### config.mk
export PLATFORM = sky130hd
export DESIGN_NAME = poly_voice_alloc
export DESIGN_NICKNAME = d
export VERILOG_FILES = /design/src/rtl/poly_voice_alloc.sv
export SDC_FILE = /design/constraint.sdc
export NUM_CORES = 1
export LEC_CHECK = 0
export ABC_AREA = 1
export CORE_MARGIN = 2
export CORE_UTILIZATION = 40
export DETAILED_ROUTE_END_ITERATION = 7
export PLACE_DENSITY = 0.74
export SLEW_MARGIN = 20
export SYNTH_ARGS = -nofsm -noshare
export SYNTH_HDL_FRONTEND = slang
export SYNTH_SLANG_ARGS = --single-unit
### constraint.sdc
create_clock -name clk -period 5.29 [get_ports clk]
set_input_delay 0.7935 -clock clk [delete_from_list [all_inputs] [get_ports clk]]
set_output_delay 0.7935 -clock clk [all_outputs]
set_load 0.01 [all_outputs]
### src/rtl/poly_voice_alloc.sv
// Polyphonic voice allocator. Maps MIDI note on/off strobes onto VOICES gate/note/velocity slots.
// A slot is chosen by same-note retrigger first, then the least recently used free slot, then by stealing the LRU slot.
module poly_voice_alloc #(
  parameter int unsigned VOICES    = 4,
  parameter int unsigned DRUM_CHAN = 9,
  parameter bit          OMNI      = 1'b1,
  parameter int unsigned RX_CHAN   = 0
) (
  input  logic                 clk,
  input  logic                 rst_n,
  input  logic [3:0]           ch_message,
  input  logic [3:0]           chan,
  input  logic [6:0]           note,
  input  logic [6:0]           velocity,
  input  logic [6:0]           lsb,
  output logic [VOICES-1:0]    gate,
  output logic [7*VOICES-1:0]  note_out,
  output logic [7*VOICES-1:0]  vel_out,
  output logic [VOICES-1:0]    retrig,
  output logic                 steal
);
  localparam int unsigned AW = (VOICES > 1) ? $clog2(VOICES) : 1;
  localparam int unsigned NW = 7;

  logic [AW-1:0]        age   [VOICES];
  logic [AW-1:0]        age_d [VOICES];
  logic [VOICES-1:0]    gate_d;
  logic [VOICES-1:0]    retrig_d;
  logic [NW*VOICES-1:0] note_d;
  logic [NW*VOICES-1:0] vel_d;
  logic                 steal_d;
  logic                 accept;
  logic                 ev_on;
  logic                 ev_off;
  logic                 ev_all_off;
  logic                 hit_found;
  logic                 free_found;
  logic [AW-1:0]        hit_idx;
  logic [AW-1:0]        free_idx;
  logic [AW-1:0]        free_age;
  logic [AW-1:0]        old_idx;
  logic [AW-1:0]        tgt_idx;
  logic [AW-1:0]        tgt_age;

  assign accept     = OMNI ? (chan != 4'(DRUM_CHAN)) : (chan == 4'(RX_CHAN));
  assign ev_on      = accept && (ch_message == 4'b1001) && (velocity != 7'd0);
  assign ev_off     = accept && ((ch_message == 4'b1000) ||
                                 ((ch_message == 4'b1001) && (velocity == 7'd0)));
  assign ev_all_off = accept && (ch_message == 4'b1011) && (lsb == 7'd123);

  // Parallel candidate search: same-note hit, oldest free slot, and the LRU slot.
  always_comb begin
    hit_found  = 1'b0;
    hit_idx    = '0;
    free_found = 1'b0;
    free_idx   = '0;
    free_age   = '0;
    old_idx    = '0;
    for (int i = VOICES - 1; i >= 0; i--) begin
      if (gate[i] && (note_out[NW*i +: NW] == note)) begin
        hit_found = 1'b1;
        hit_idx   = AW'(i);
      end
    end
    for (int i = 0; i < VOICES; i++) begin
      if (!gate[i] && (!free_found || (age[i] > free_age))) begin
        free_found = 1'b1;
        free_idx   = AW'(i);
        free_age   = age[i];
      end
      if (age[i] == AW'(VOICES - 1)) old_idx = AW'(i);
    end
    tgt_idx = hit_found ? hit_idx : (free_found ? free_idx : old_idx);
    tgt_age = age[tgt_idx];
  end

  // Next-state for slots and LRU ages.
  always_comb begin
    gate_d   = gate;
    note_d   = note_out;
    vel_d    = vel_out;
    retrig_d = '0;
    steal_d  = 1'b0;
    for (int i = 0; i < VOICES; i++) age_d[i] = age[i];
    if (ev_on) begin
      steal_d = !hit_found && !free_found;
      for (int i = 0; i < VOICES; i++) begin
        if (AW'(i) == tgt_idx) begin
          gate_d[i]            = 1'b1;
          note_d[NW*i +: NW]   = note;
          vel_d[NW*i +: NW]    = velocity;
          retrig_d[i]          = 1'b1;
          age_d[i]             = '0;
        end else if (age[i] < tgt_age) begin
          age_d[i] = age[i] + AW'(1);
        end
      end
    end else if (ev_off) begin
      for (int i = 0; i < VOICES; i++) begin
        if (gate[i] && (note_out[NW*i +: NW] == note)) gate_d[i] = 1'b0;
      end
    end else if (ev_all_off) begin
      gate_d = '0;
    end
  end

  always_ff @(posedge clk or negedge rst_n) begin
    if (!rst_n) begin
      gate     <= '0;
      note_out <= '0;
      vel_out  <= '0;
      retrig   <= '0;
      steal    <= 1'b0;
      for (int i = 0; i < VOICES; i++) age[i] <= AW'(VOICES - 1 - i);
    end else begin
      gate     <= gate_d;
      note_out <= note_d;
      vel_out  <= vel_d;
      retrig   <= retrig_d;
      steal    <= steal_d;
      for (int i = 0; i < VOICES; i++) age[i] <= age_d[i];
    end
  end

endmodule
# After elaboration in Yosys (flattened, before gate mapping)
# Cells that the tools add are included.
op_classes:
  n_addsub: 4
  order_cmp: 8
  n_reduce_logical: 45
  bitwise: 1
  eq_ne: 23
  muxes: 51
ops:
  columns: ["op", "count"]
  rows:
  - ["$mux 2", 23]
  - ["$eq 7x7->1", 4]
  - ["$mux 1", 23]
  - ["$mux 4", 4]
  - ["$reduce_and 2->1", 8]
  - ["$logic_and 1x1->1", 14]
  - ["$eq 4x4->1 const B", 3]
  - ["$ne 3x2->1 const B", 4]
  - ["$reduce_and 3->1", 4]
  - ["$add 2x1->2 const B", 4]
  - ["$lt 2x2->1", 4]
  - ["$ne 2x1->1 const B", 4]
  - ["$reduce_bool 2->1", 4]
  - ["$eq 7x7->1 const B", 1]
  - ["$logic_not 1->1", 7]
  - ["$logic_not 7->1", 1]
  - ["$reduce_bool 7->1", 1]
  - ["$eq 2x2->1 const B", 3]
  - ["$gt 2x2->1", 3]
  - ["$bmux 2 s2", 1]
  - ["$eq 2x2->1 const A", 2]
  - ["$logic_or 1x1->1", 4]
  - ["$ne 4x4->1 const B", 1]
  - ["$ge 3x3->1 const B", 1]
  - ["other kinds (4)", 4]
word_totals:
  wordCells: 150
  in_bits: 31
  regBits: 73
  out_inout_bits: 65

# Longest topological paths before layout
# Gate-level depths: netlist (run 1).
logic_depth:
  depth_word: 22
  ltp_mapped: 36
  ltp_nobuf: 36

# Worst setup path after synthesis (run 1)
# Ideal clock, no wire load.
synth_timing:
  path_kind: "flip-flop to flip-flop"
  from: "reg age[6] in the netlist's numbering"
  to: "reg vel_out[5]"
  path_slack_ps: 1459
  t_required_ps: 5168
  setup_ps: 122
  period_less_slack_ps: 3831
  path_stages_with_launch: 34
  arrival_ps: 3709
  n_path_buf: 1
  path_cell_list: "dfstp_2 -> inv_1 -> nor2_1 -> ha_1 -> nand2_1 -> nand2_1 -> a21oi_1 -> inv_1 -> nand2_1 -> o21ai_0 -> ha_1 -> inv_1 -> o21bai_1 -> nand2_1 -> nand2_1 -> nand2_1 -> nand2_1 -> o21ai_0 -> ha_1 -> inv_1 -> o21bai_1 -> a21oi_1 -> nand2_1 -> nand2_1 -> nand2_1 -> nand2_4 -> inv_4 -> nor2_4 -> inv_2 -> nor2_8 -> inv_4 -> buf_6 -> nand2_1 -> o21ai_2"
synth_via:
  elab_chain_len: 17
  word_cells_on_any_way: 24
  cone_classes: "3 x order compare; 11 x mux; 10 x reduce/logical"
synth_rtl:
  columns: ["item", "line_no", "rtl"]
  rows:
  - ["from (decl)", "25", "logic [AW-1:0] age [VOICES];"]
  - ["$mux 2 (*)", "66", "if (!gate[i] && (!free_found || (age[i] > free_age))) begin"]
  - ["$gt 2x2->1", "66", null]
  - ["$logic_or 1x1->1", "66", null]
  - ["$logic_and 1x1->1", "66", null]
  - ["$mux 2 / $mux 1 (equally long branches)", "66", null]
  - ["$gt 2x2->1 / $logic_not 1->1 (equally long branches)", "66", null]
  - ["$logic_or 1x1->1", "66", null]
  - ["$logic_and 1x1->1", "66", null]
  - ["$mux 2 / $mux 1 (equally long branches)", "66", null]
  - ["$gt 2x2->1 / $logic_not 1->1 (equally long branches)", "66", null]
  - ["$logic_or 1x1->1", "66", null]
  - ["$logic_and 1x1->1", "66", null]
  - ["$mux 2 / $mux 1 (equally long branches)", "66", null]
  - ["$mux 2 (*) (2 in a row)", "73", "tgt_idx = hit_found ? hit_idx : (free_found ? free_idx : old_idx);"]
  - ["$logic_not 2->1 (*)", "88", "if (AW'(i) == tgt_idx) begin"]
  - ["$reduce_and 2->1 (no source line) (*)", null, null]
  - ["to (signal assigned)", "118", "vel_out <= vel_d;"]
  - ["to (decl)", "18", "output logic [7*VOICES-1:0] vel_out,"]
# Every way passes the cells marked *; elsewhere a longest branch is shown, timed or not.
# A chain may end at the register's enable or synchronous reset.

# Worst setup path after layout (run 1)
layout_timing:
  from: "reg age[7] in the netlist's numbering"
  to: "reg vel_out[13]"
layout_via:
  elab_chain_len: 17
  word_cells_on_any_way: 24
  cone_classes: "3 x order compare; 1 x eq/ne; 11 x mux; 9 x reduce/logical"
layout_rtl:
  columns: ["item", "line_no"]
  rows:
  - ["$mux 2 (*)", "66"]
  - ["$gt 2x2->1", "66"]
  - ["$logic_or 1x1->1", "66"]
  - ["$logic_and 1x1->1", "66"]
  - ["$mux 2 / $mux 1 (equally long branches)", "66"]
  - ["$gt 2x2->1 / $logic_not 1->1 (equally long branches)", "66"]
  - ["$logic_or 1x1->1", "66"]
  - ["$logic_and 1x1->1", "66"]
  - ["$mux 2 / $mux 1 (equally long branches)", "66"]
  - ["$gt 2x2->1 / $logic_not 1->1 (equally long branches)", "66"]
  - ["$logic_or 1x1->1", "66"]
  - ["$logic_and 1x1->1", "66"]
  - ["$mux 2 / $mux 1 (equally long branches)", "66"]
  - ["$mux 2 (*) (2 in a row)", "73"]
  - ["$eq 1x2->1 (*)", "88"]
  - ["$reduce_and 2->1 (no source line) (*)", null]
# Marks and branches as above.

==> results.sh, run 1 <==
export IMPL_max_slew_margin_rel_pct=44.8
export IMPL_grt_pass1_vias=3646
export IMPL_cp_data_arrival_time_ps=4780
export IMPL_dr_pass1_iters=5
export IMPL_layout_common_cells="nand2_1 (197), clkdlybuf4s50_1 (94), dfrtp_1 (69)"
export IMPL_cp_slowest_cell="dfstp_2"
export IMPL_cts_tree="built"
export IMPL_coreArea_um2=10700
export IMPL_cts_setup_buffers=0
export IMPL_ant_nets=0
export IMPL_hp_class="reg2reg"
export IMPL_dp_hpwl_um=8760
export IMPL_drive_above_1_share_pct=15.3
export IMPL_final_common_cell="nand2_1"
export IMPL_reg2reg_slack_ps=750
export IMPL_ioPinCount=96
export IMPL_hp_start="age[2]$_DFFE_PN1P_"
export IMPL_syn_to_final_growth_pct=27.6
export IMPL_grt_overflow=0
export IMPL_ys_flop_type="dfrtp_1"
export IMPL_synth_xor_area_share_pct=0.606
export IMPL_placed_area_um2=5310
export IMPL_vias=3866
export IMPL_clock_sinks=73
export IMPL_criticalPathCategory="reg2reg"
export IMPL_io_buffers=95
export IMPL_nets=688
export IMPL_whs_ps=479
export IMPL_crit_path_max_fanout=16
export IMPL_ctsHoldBuffers=0
export IMPL_worstReg2RegStart="age[7]$_DFFE_PN1P_"
export IMPL_clockBufferDepth=2
export IMPL_crit_path_max_incr_delay_ps=590
export IMPL_synth_simple_gate_area_share_pct=31.2
export IMPL_clkLatencyLatePin_ps=360
export IMPL_skew_ps=8.10
export IMPL_synth_seq_cells=73
export IMPL_final_cells=792
export IMPL_diodes=0
export IMPL_muxShareOfSynthArea_pct=0
export IMPL_synth_area_um2=4330
export IMPL_hold_depth=2
export IMPL_drt_iter0_markers=193
export IMPL_avgSynthCellArea_um2=7.79
export IMPL_cap_violations=0
export IMPL_grt_use_total_pct=20.2
export IMPL_synth_adder_area_share_pct=2.60
export IMPL_synth_top_family_by_area="simple AND/OR/NAND/NOR gates"
export IMPL_synth_edf_count=0
export IMPL_die_area_um2=11700
export IMPL_finalInstanceArea_um2=5530
export IMPL_dieWidth_um=108
export IMPL_cp_common_cell="nand2_1"
export IMPL_critPathRequiredTime_ps=5530
export IMPL_seq_area_frac_synth_pct=42.3
export IMPL_max_slew_worst_pin_slew_ps=829
export IMPL_rows=38
export IMPL_grt_pass1_wl_um=18300
export IMPL_start_util_pct=40.5
export IMPL_startpoint_type="register"
export IMPL_post_cts_resized=0
export IMPL_detail_route_wl_per_cell_um=14.4
export IMPL_path_clk_slew_ps=80
export IMPL_place_gp_congestion=0.839
export IMPL_hold_path_end="age[2]$_DFFE_PN1P_"
export IMPL_die_y_um=108
export IMPL_fmax_mhz=220
export IMPL_async_flop_share_pct=100
export IMPL_cts_root_buf="clkbuf_8"
export IMPL_worstRegToRegCells=32
export IMPL_r2r_end="vel_out[13]$_DFFE_PN0P_"
export IMPL_fillers=1034
export IMPL_dp_cells=777
export IMPL_htreeDepth=3
export IMPL_avgViaCountPerCell=4.88
export IMPL_synth_cells=556
export IMPL_post_route_min_period_ps=4540
export IMPL_cp_end_kind="register"
export IMPL_drc=0
export IMPL_synth_compound_area_share_pct=11.9
export IMPL_antenna_found_initial=0
export IMPL_hold_viol=0
export IMPL_rsz0062_at_grt="false"
export IMPL_final_setup_tns_ps=0
export IMPL_status="completed"
export IMPL_grt_max_degree=39
export IMPL_setup_viol=0
export IMPL_maxSlewViolCount=0
export IMPL_numCtsBuffers=9
export IMPL_mappedNetlistNets=596
export IMPL_wirelength_um=11400
export IMPL_fin_crit_sh_pct=85.8
export IMPL_synthDistinctLibCells=34
export IMPL_yosysWarnings=0
==> sequential cells by signal, summed over array words and instances, names as in the netlist <==
register  flops
age           8
retrig        4
vel_out      28
gate          4
note_out     28
steal         1
==> Yosys cell counts (3+ instances only) <==
cell	n	area, um^2
clkinv_1	4	15.0
o21ai_1	8	40.0
inv_2	15	56.3
nor3_1	3	15.0
ha_1	9	113
dfstp_2	4	105
nand3_1	35	175
nand2_2	9	56.3
o21ai_2	29	254
nor2_4	7	78.8
xnor2_1	3	26.3
inv_1	62	233
o21ai_0	26	130
nand2_1	197	739
dfrtp_1	69	1730
nor2_1	23	86.3
nand4_1	5	31.3
nand2_4	3	33.8
buf_6	11	124
inv_4	7	43.8
nor2_8	4	80.1
a21oi_1	6	30.0
==> worst max path at each step <==
stage                             from                       to  slack, ps
floorplan           age[6]$_DFFE_PN1P_   vel_out[5]$_DFFE_PN0P_       1460
global placement    age[6]$_DFFE_PN1P_   vel_out[9]$_DFFE_PN0P_       1010
detailed placement  age[7]$_DFFE_PN1P_  vel_out[13]$_DFFE_PN0P_        840
CTS                 age[7]$_DFFE_PN1P_  vel_out[13]$_DFFE_PN0P_        790
global route        age[7]$_DFFE_PN1P_  vel_out[13]$_DFFE_PN0P_        360
finish              age[7]$_DFFE_PN1P_  vel_out[13]$_DFFE_PN0P_        750
==> worst max-delay path: cells and delay by family (launching register included) <==
| kind | cells | cell delay [ps] |
|---|---|---|
| buffers and inverters | 6 | 570 |
| adders and majority gates | 3 | 930 |
| AOI/OAI and AO/OA | 7 | 770 |
| DFF | 1 | 590 |
| and+or+nand+nor | 16 | 1560 |
==> layer usage <==
layer	part of all wire [%]	GRT usage, %	vias up
met5	0	0	-
met1	44	27.1	1783
met2	46	32.0	139
met3	7.4	5.06	25
met4	2.3	6.68	0
li1	-	-	1919
==> stage by stage <==
step | setup slack (ps) | utilization, %
floorplan | 1460 | -
global placement | 1010 | 49.7
detailed placement | 835 | 49.7
CTS | 793 | 51.7
global route | 360 | 51.7
finish | 749 | 51.7
==> layout make-up <==
type / instances / area, um^2 / area share, %
clock inverters: 6 / 92.6 / 1.67
clock buffers: 9 / 124 / 2.24
multi-input cells: 380 / 2000 / 36.3
well taps: 140 / 175 / 3.17
flip-flops and latches: 73 / 1830 / 33.1
repair buffers: 96 / 953 / 17.2
inverters: 88 / 348 / 6.29
==> kinds of logic (layout without fill, tap and decap cells) <==
group | count (synthesis) | count (layout)
buffers and inverters | 103 | 199
adders and majority gates | 9 | 9
DFF | 73 | 73
and+or+nand+nor | 292 | 292
xor gates and xnor gates | 3 | 3
AOI/OAI and AO/OA | 76 | 76
Power of run 1 is not shown: default switching activity piles up to over one toggle a cycle in this logic, so the estimate is an artifact.
==> run 2: changes to the inputs <==
SETUP_SLACK_MARGIN = 0.1   (was unset)
==> results of run 2 <==
The final DEF is identical to that of run 1; final timing and power are the same.
Power of run 2 is left out for the same reason.
==> run 3: changes to the inputs <==
ABC_AREA = unset   (was 1)
CTS_CLUSTER_SIZE = 40   (was unset)
PLACE_DENSITY = 0.75   (was 0.74)
clock period = 5.5 ns   (was 5.29 ns; I/O delays follow)
==> run 3 against run 2 <==
  * Via count decreased by 14%
  * Flip-flop and latch count unchanged
  * Critical path depth decreased by 10
  * First-iteration DRC count decreased by 26%
  * Cell count decreased by 22%
  * Non-clock buffer count increased by 16
  * Fmax decreased by 12%
  * Critical endpoint is now age[5]$_DFFE_PN1P_
  * Largest cell class unchanged
==> results.sh, run 3 <==
export IMPL_critPathRequiredTime_ps=5770
export IMPL_drive_above_1_share_pct=20.7
export IMPL_dr_pass1_iters=4
export IMPL_clkLatencyLatePin_ps=350
export IMPL_cp_data_arrival_time_ps=5430
export IMPL_ys_flop_type="dfrtp_1"
export IMPL_worstRegToRegCells=22
export IMPL_ant_nets=0
export IMPL_place_gp_congestion=0.941
export IMPL_ctsHoldBuffers=0
export IMPL_synth_area_um2=3990
export IMPL_setup_viol=0
export IMPL_dieWidth_um=104
export IMPL_rows=36
export IMPL_maxSlewViolCount=0
export IMPL_hold_viol=0
export IMPL_clockBufferDepth=2
export IMPL_synth_seq_cells=73
export IMPL_synth_cells=371
export IMPL_hold_path_end="vel_out[21]$_DFFE_PN0P_"
export IMPL_avgSynthCellArea_um2=10.7
export IMPL_synth_largest_area_cell="dfrtp_1"
export IMPL_grt_pass1_vias=3340
export IMPL_start_util_pct=41.0
export IMPL_cap_violations=0
export IMPL_async_flop_share_pct=100
export IMPL_r2r_end="age[5]$_DFFE_PN1P_"
export IMPL_io_buffers=95
export IMPL_final_setup_tns_ps=0
export IMPL_synthDistinctLibCells=64
export IMPL_hold_depth=2
export IMPL_hp_class="reg2reg"
export IMPL_path_clk_slew_ps=80
export IMPL_antenna_found_initial=0
export IMPL_ys_top_cells_by_count="dfrtp_1 (69), nand2_1 (54), mux2_2 (44)"
export IMPL_grt_pass1_wl_um=17300
export IMPL_fmax_mhz=194
export IMPL_seq_area_frac_synth_pct=46.0
export IMPL_max_slew_worst_pin_slew_ps=938
export IMPL_ioPinCount=96
export IMPL_hp_start="vel_out[21]$_DFFE_PN0P_"
export IMPL_yosysTopAreaCellShare_pct=43.3
export IMPL_grt_use_total_pct=19.9
export IMPL_startpoint_type="register"
export IMPL_layout_common_cells="clkdlybuf4s50_1 (94), dfrtp_1 (69), nand2_1 (54)"
export IMPL_yosysMostFrequentCell="dfrtp_1"
export IMPL_detail_route_wl_per_cell_um=17.5
export IMPL_crit_path_max_fanout=8
export IMPL_vias=3333
export IMPL_drt_iter0_markers=143
export IMPL_final_common_cell="clkdlybuf4s50_1"
export IMPL_synth_edf_count=0
export IMPL_nets=517
export IMPL_yosysWarnings=0
export IMPL_htreeDepth=3
export IMPL_dp_hpwl_um=7940
export IMPL_reg_top3="note_out: 28 flops, vel_out: 28 flops, age: 8 flops"
export IMPL_grt_overflow=0
export IMPL_grt_max_degree=74
export IMPL_criticalPathCategory="reg2reg"
export IMPL_status="completed"
export IMPL_die_y_um=104
export IMPL_yosys_top_cells_area="dfrtp_1 (43%), mux2_2 (12%), nand2_1 (5.1%)"
export IMPL_coreArea_um2=9730
export IMPL_skew_ps=13.7
export IMPL_cts_root_buf="clkbuf_8"
export IMPL_clock_sinks=73
export IMPL_avgViaCountPerCell=5.42
export IMPL_syn_to_final_growth_pct=34.0
export IMPL_cp_end_kind="register"
export IMPL_max_slew_margin_rel_pct=37.4
export IMPL_drc=0
export IMPL_mappedNetlistNets=411
export IMPL_die_area_um2=10800
export IMPL_worstReg2RegStart="age[7]$_DFFE_PN1P_"
export IMPL_diodes=0
export IMPL_reg2reg_slack_ps=340
export IMPL_rsz0062_at_grt="true"
export IMPL_cts_tree="built"
export IMPL_wirelength_um=10800
export IMPL_post_route_min_period_ps=5160
export IMPL_fin_crit_sh_pct=93.8
export IMPL_numCtsBuffers=9
==> run 3: cell types whose count changed in the layout (fill, tap and decap cells not counted), sizes merged, moves of 21 or more <==
| cell | change |
|---|---|
| nand2 | -156 |
| nand3 | -24 |
| nor2 | -21 |
| mux2 | +44 |
| o21ai | -47 |
| inv | -73 |
==> run 3: cell type report <==
type / count / area (um^2)
clock buffers: 10 / 128
well taps: 133 / 166
multi-input cells: 271 / 2030
inverters: 10 / 37.5
repair buffers: 112 / 1080
clock inverters: 6 / 75.1
flip-flops and latches: 73 / 1830
fillers: 926 / 4390
==> run 3: worst max path at each step <==
stage	from	endpoint	depth (start not counted)
6_report	age[7]$_DFFE_PN1P_	age[5]$_DFFE_PN1P_	22
3_3_place_gp	age[7]$_DFFE_PN1P_	age[6]$_DFFE_PN1P_	22
5_1_grt	age[7]$_DFFE_PN1P_	age[1]$_DFFE_PN0P_	22
4_1_cts	age[7]$_DFFE_PN1P_	age[5]$_DFFE_PN1P_	22
2_1_floorplan	gate[0]$_DFFE_PN0P_	vel_out[18]$_DFFE_PN0P_	23
3_5_place_dp	age[7]$_DFFE_PN1P_	age[5]$_DFFE_PN1P_	22
==> run 3: timing repair <==
| item | 4_1_cts | 5_1_grt |
|---|---|---|
| pin swaps | 1 | 0 |
| gates resized for setup | 1 | 5 |
| buffers inserted | 2 | 2 |
| endpoints found under the setup margin | 4 | 64 |
==> run 3: cell families (layout without fill, tap and decap cells) <==
logic type,count (synthesis),in the layout,share of synthesized area [%]
AOI/OAI and AO/OA,67,67,13.0
xor gates and xnor gates,28,28,6.15
adders and majority gates,12,12,3.64
buffers and inverters,27,138,3.58
DFF,73,73,46.0
muxes,45,45,12.7
and+or+nand+nor,119,119,14.9
==> run 3: critical path: stages (launching register included) <==
cell	delay (ps)
dfstp_2	560
nand2b_1	100
ha_1	300
nor2b_1	150
o31ai_2	290
nor2_1	110
mux2_2	310
ha_1	280
nor2b_1	140
o21ai_0	200
o21ai_1	160
nor2_1	130
a21oi_1	50
ha_1	300
a21oi_1	190
o21ai_2	100
o31a_1	140
o211ai_1	380
nand3_1	200
a31oi_4	290
o21ai_4	150
o311a_1	360
a41o_1	210
==> run 3: routing by layer <==
| metal | vias up | share of wire [%] | GRT usage (%) |
|---|---|---|---|
| met3 | 14 | 7.9 | 5.60 |
| met5 | - | 0 | 0 |
| met1 | 1643 | 42 | 26.0 |
| li1 | 1540 | - | - |
| met2 | 136 | 49 | 31.7 |
| met4 | 0 | 1.6 | 7.14 |
==> run 3: per-stage QoR <==
| step | instance area [um^2] | cells | worst slack [ps] | hold WS [ps] | utilization (%) |
|---|---|---|---|---|---|
| after floorplan | 3990 | 371 | 332 | 491 | - |
| final | 5340 | 615 | 340 | 488 | 54.9 |
| after global placement | 5090 | 595 | 148 | 459 | 52.3 |
| after CTS | 5320 | 613 | 167 | 490 | 54.6 |
| after detailed placement | 5090 | 595 | 32.0 | 472 | 52.3 |
| after global routing | 5340 | 615 | 44.1 | 520 | 54.9 |
Power of run 3 is left out for the same reason.
